**src/rtl/fetch_pc_gen.sv**
```systemverilog
// Fetch PC generator: sequential +4 fetch, redirect with epoch tagging,
// hazard stall hold, flush gating, misaligned-target halt and statistics counters.
module fetch_pc_gen #(
  parameter int unsigned            ADDR_WIDTH = 32,
  parameter logic [ADDR_WIDTH-1:0]  RESET_PC   = '0,
  parameter int unsigned            CNT_WIDTH  = 32
) (
  input  logic                  clk,
  input  logic                  rst_n,
  input  logic                  i2i_stall,
  input  logic                  i2i_flush,
  input  logic                  load_pc_we,
  input  logic [ADDR_WIDTH-1:0] load_pc_new_pc,
  output logic [ADDR_WIDTH-1:0] fetch_pc,
  output logic                  fetch_valid,
  output logic [1:0]            fetch_epoch,
  output logic                  misalign_err,
  output logic [CNT_WIDTH-1:0]  redirect_cnt,
  output logic [CNT_WIDTH-1:0]  stall_cnt,
  output logic [1:0]            dbg_state
);

  typedef enum logic [1:0] {
    BOOT  = 2'd0,
    RUN   = 2'd1,
    STALL = 2'd2,
    HALT  = 2'd3
  } state_t;

  state_t                state, state_nxt;
  logic [ADDR_WIDTH-1:0] pc_nxt;
  logic [1:0]            epoch_nxt;
  logic                  err_nxt;
  logic                  redirect_inc;
  logic                  stall_inc;

  always_ff @(posedge clk) begin
    if (!rst_n) begin
      state        <= BOOT;
      fetch_pc     <= RESET_PC;
      fetch_epoch  <= 2'd0;
      misalign_err <= 1'b0;
      redirect_cnt <= '0;
      stall_cnt    <= '0;
    end else begin
      state        <= state_nxt;
      fetch_pc     <= pc_nxt;
      fetch_epoch  <= epoch_nxt;
      misalign_err <= err_nxt;
      if (redirect_inc && (redirect_cnt != '1)) redirect_cnt <= redirect_cnt + CNT_WIDTH'(1);
      if (stall_inc && (stall_cnt != '1))       stall_cnt    <= stall_cnt + CNT_WIDTH'(1);
    end
  end

  // Redirect outranks stall; a misaligned redirect target is fatal until reset.
  always_comb begin
    state_nxt    = state;
    pc_nxt       = fetch_pc;
    epoch_nxt    = fetch_epoch;
    err_nxt      = misalign_err;
    redirect_inc = 1'b0;
    stall_inc    = (state == STALL);
    case (state)
      BOOT: state_nxt = RUN;
      RUN, STALL: begin
        if (load_pc_we) begin
          if (load_pc_new_pc[1:0] != 2'b00) begin
            err_nxt   = 1'b1;
            state_nxt = HALT;
          end else begin
            pc_nxt       = load_pc_new_pc;
            epoch_nxt    = fetch_epoch + 2'd1;
            redirect_inc = 1'b1;
            state_nxt    = RUN;
          end
        end else if (i2i_stall) begin
          state_nxt = STALL;
        end else begin
          pc_nxt    = fetch_pc + ADDR_WIDTH'(4);
          state_nxt = RUN;
        end
      end
      HALT:    state_nxt = HALT;
      default: state_nxt = BOOT;
    endcase
  end

  // fetch_valid qualifies fetch_pc/fetch_epoch as a request in the current cycle;
  // there is no ready back-pressure, the consumer stalls via i2i_stall instead.
  assign fetch_valid = ((state == RUN) || (state == STALL)) && !i2i_flush;
  assign dbg_state   = state;

endmodule

```
**config.mk**
```make
export PLATFORM = sky130hd
export DESIGN_NAME = fetch_pc_gen
export DESIGN_NICKNAME = d
export VERILOG_FILES = /design/src/rtl/fetch_pc_gen.sv
export SDC_FILE = /design/constraint.sdc
export NUM_CORES = 1
export LEC_CHECK = 0
export CORE_ASPECT_RATIO = 2
export CORE_UTILIZATION = 46
export CTS_BUF_LIST = sky130_fd_sc_hd__clkbuf_4 sky130_fd_sc_hd__clkbuf_8
export DETAILED_ROUTE_END_ITERATION = 16
export PLACE_DENSITY = 0.79
export SLEW_MARGIN = 20
export SYNTH_ARGS = -nofsm -noshare
export SYNTH_HDL_FRONTEND = slang
export SYNTH_SLANG_ARGS = --single-unit
```
**constraint.sdc**
```tcl
create_clock -name clk -period 2.15 [get_ports clk]
set_clock_uncertainty 0.15 [all_clocks]
set_input_delay 0.5375 -clock clk [delete_from_list [all_inputs] [get_ports clk]]
set_output_delay 0.5375 -clock clk [all_outputs]
set_load 0.02 [all_outputs]
```
==> flow_summary.toml <==
[outcome]
status = "complete, but fails checks"
violations = "setup timing"

[synthesis]
synth_compound_area_frac = 0.214
synthCells = 675
synth-xor-area-share = 0.0207
synth_nets = 718
synth_area_mm2 = 0.00549
synth-edff-count = 0
synth.top_cell.area_share = 0.368
synth_warnings = 0
synth_top_family_by_area = "simple AND/OR/NAND/NOR gates"
synth_area_leaders = "dfxtp_1 37%, a21oi_1 5.3%, nand2_1 4.2%"
yosysTopAreaCell = "dfxtp_1"
synthAdderAreaFrac = 0.0137
yosys.area_share.simple = 0.313
synthMuxAreaShare = 0.0278
synth_seq_cells = 101
synthFlopType = "dfxtp_1"
async_flop_share = 0
avgSynthCellArea_um2 = 8.13
synth.distinct_cells = 63
ys_seq_area_frac = 0.368

[routing]
ant_nets = 0
firstDrtPassIters = 8
initialDrtViolationCount = 324
vias = 6403
wl_per_cell_um = 18.8
detail_route.vias_per_cell = 6.19
drc = 0
drt_wl_total_um = 19500

[final_layout]
ff_latch_area_mm2 = 0.00204
antenna_cells = 0
nets = 929
drive_above_1_share = 0.211
synthToLayoutAreaGrowth_pct = 50.5
final_cells = 1035
multi_input_area_mm2 = 0.00350
nFillCells = 951
final_core_util = 0.706

[die]
core_mm2 = 0.0117
die_w_um = 79.3
rows = 56
ioPinCount = 139
chipHeight_um = 157
start_util = 0.469
die_area_mm2 = 0.0124

[cts]
clk_pin_slew_ns = 0.10
ctsHoldBuffers = 0
cts_htree_levels = 3
clock-sinks = 101
clock_latency_ns = 0.37
clk_path_buf_depth = 2
cts_tree = "done"
clockRootBuffer = "clkbuf_8"
cts_made_buffers = 9

[critical_path]
rr_endpoint = "redirect_cnt[5]$_SDFFE_PN0P_"
crit_fanout = 5
r2r-start = "dbg_state[0]$_SDFF_PN0_"
max_stage_delay_ns = 0.48
path_class = "reg2reg"
critical-path-top-delay-family = "simple AND/OR/NAND/NOR gates"
slowest_stage = "or4_4"
arrival_ns = 2.33
required_ns = 2.31
crit_buf_inv = 3
reg2reg_setup_slack_ns = -0.01
endpoint_kind = "flop"
cp-start-kind = "flop"
setup.worst_path.start = "dbg_state[0]$_SDFF_PN0_"
rr_worst_depth = 8
worstPathCellList = "inv_4 -> ha_4 -> buf_4 -> and3_4 -> buf_6 -> nand3_2 -> or4_4 -> a21oi_1"

[place]
place_inst = 1004
dp_hpwl_um = 13700
portBuffers = 138
place.gp.congestion = 0.902

[grt]
track_usage = 0.304
grt_antenna_before_repair = 0
grt_pass1_wl_um = 29700
grt_pass1_vias = 6294
overflow = 0
grt_max_degree = 53

[sta]
setup_viol = 1
max_slew_margin = 0.670
drv_slew = 0
rsz0062_at_grt = "yes"
finalWorstSetupSlack_ns = -0.0146
finalCritPeriodShare = 1.01
period_needed_ns = 2.16
fmax_mhz = 462
timing_worst_slew_pin_value_ns = 0.494
hold_viol = 0

[power]
irDropWorstVdd_mv = 0.366
power.density_mw_per_mm2 = 471
power.leakage_nw = 3.77

[min_path]
hold_class = "reg2reg"
hold-path-cell-count = 2
holdPathEnd = "misalign_err$_SDFFE_PN0P_"
hold_start = "misalign_err$_SDFFE_PN0P_"

[job]
drv_cap = 0
==> worst max path at each step <==
stage,end,slack [ns],cells past startpoint
3_3_place_gp,redirect_cnt[22]$_SDFFE_PN0P_,-0.51,6
2_1_floorplan,redirect_cnt[29]$_SDFFE_PN0P_,-0.06,8
3_5_place_dp,redirect_cnt[20]$_SDFFE_PN0P_,-0.63,6
5_1_grt,redirect_cnt[27]$_SDFFE_PN0P_,-0.12,7
6_report,redirect_cnt[5]$_SDFFE_PN0P_,-0.01,8
4_1_cts,redirect_cnt[10],0.001,1
==> sequential cells by signal (all words and copies together), names as in the netlist <==
signal        count
fetch_pc         32
redirect_cnt     32
stall_cnt        32
dbg_state         2
fetch_epoch       2
misalign_err      1
==> through the flow <==
stage / worst slack, ns / TNS, ns / instance area [um2] / power (mW) / hold slack, ns
2_1_floorplan: -0.0615 / -0.151 / 5540 / 2.26 / 0.372
3_3_place_gp: -0.509 / -22.11 / 7650 / 2.55 / 0.289
3_5_place_dp: -0.630 / -25.62 / 7650 / 2.56 / 0.306
4_1_cts: 0.00143 / 0 / 7870 / 3.88 / 0.328
5_1_grt: -0.122 / -1.07 / 8260 / 4.02 / 0.346
6_report: -0.0146 / -0.0146 / 8260 / 3.89 / 0.324
==> cells in the final DEF (no fill, tap or decap), types with 4 or more instances in the layout <==
master	count
nand3_1	29
a211oi_1	7
nor4_4	4
nand4_1	34
dlymetal6s2s_1	35
dfxtp_1	93
and2_1	6
nor3b_1	7
a31oi_1	11
clkdlybuf4s50_1	57
a21oi_2	5
nand2_1	59
dlygate4sd2_1	45
buf_12	5
buf_4	99
or3_1	20
clkbuf_8	9
nor2_1	36
mux2i_1	13
or4_1	19
a21o_1	5
o21a_1	4
o31ai_1	21
and4_1	9
nor3_1	7
xor2_1	12
nand2b_1	13
a21oi_1	53
or4_4	5
dfxtp_2	5
and3_1	15
o211ai_1	8
inv_1	11
o21ai_0	39
nand3_2	4
==> per-layer routing <==
layer / vias up / GRT usage / wire length, um
met5: - / 0 / 0
met4: 0 / 0.173 / 860
met3: 72 / 0.0484 / 1040
met2: 267 / 0.585 / 10700
met1: 3092 / 0.294 / 6810
li1: 2972 / - / -
==> worst reg2reg max path, delay by kind of cell (launching register included) <==
family	cells	cell delay, ns
flops	1	0.37
compound gates	1	0.15
buf+inv	3	0.30
simple gates	3	0.85
fa+ha+maj	1	0.29
==> synth_stat cells (11+ instances only) <==
cell type and number:
a21oi_1 58, a31oi_1 11, and3_1 16, and4_1 11, clkbuf_1 29, dfxtp_1 101
inv_1 13, mux2i_1 13, nand2_1 62, nand2b_1 13, nand3_1 33, nand4_1 34
nor2_1 37, o21ai_0 40, o31ai_1 25, or3_1 21, or4_1 24, xor2_1 12
==> area by class of cell <==
type | instances | area share
tap | 145 | 0.0220
clock buffer | 11 | 0.0168
clock inverter | 4 | 0.00894
multi-input combinational | 517 | 0.424
timing repair buffer | 243 | 0.275
inverter | 14 | 0.00666
sequential | 101 | 0.247
==> cells by family (layout without fill, tap and decap cells) <==
kind of cell,count (synthesis),after routing
adders and majority gates,6,6
DFF,101,101
xor gates and xnor gates,13,13
muxes,15,15
AOI/OAI and AO/OA,185,185
buffers and inverters,57,272
and+or+nand+nor,298,298
==> repair_timing <==
| action | CTS | global route |
|---|---|---|
| pin swaps | 6 | 14 |
| setup buffers | 3 | 13 |
| resized for setup | 63 | 82 |
| endpoints found under the setup margin | 84 | 84 |
==> where the power goes <==
| group | switching, mW | internal, mW |
|---|---|---|
| Combinational | 0.305 | 0.273 |
| Clock | 0.677 | 0.678 |
| Sequential | 0.0508 | 1.91 |
| Total | 1.03 | 2.86 |
Power figures use the tool's default switching activity.
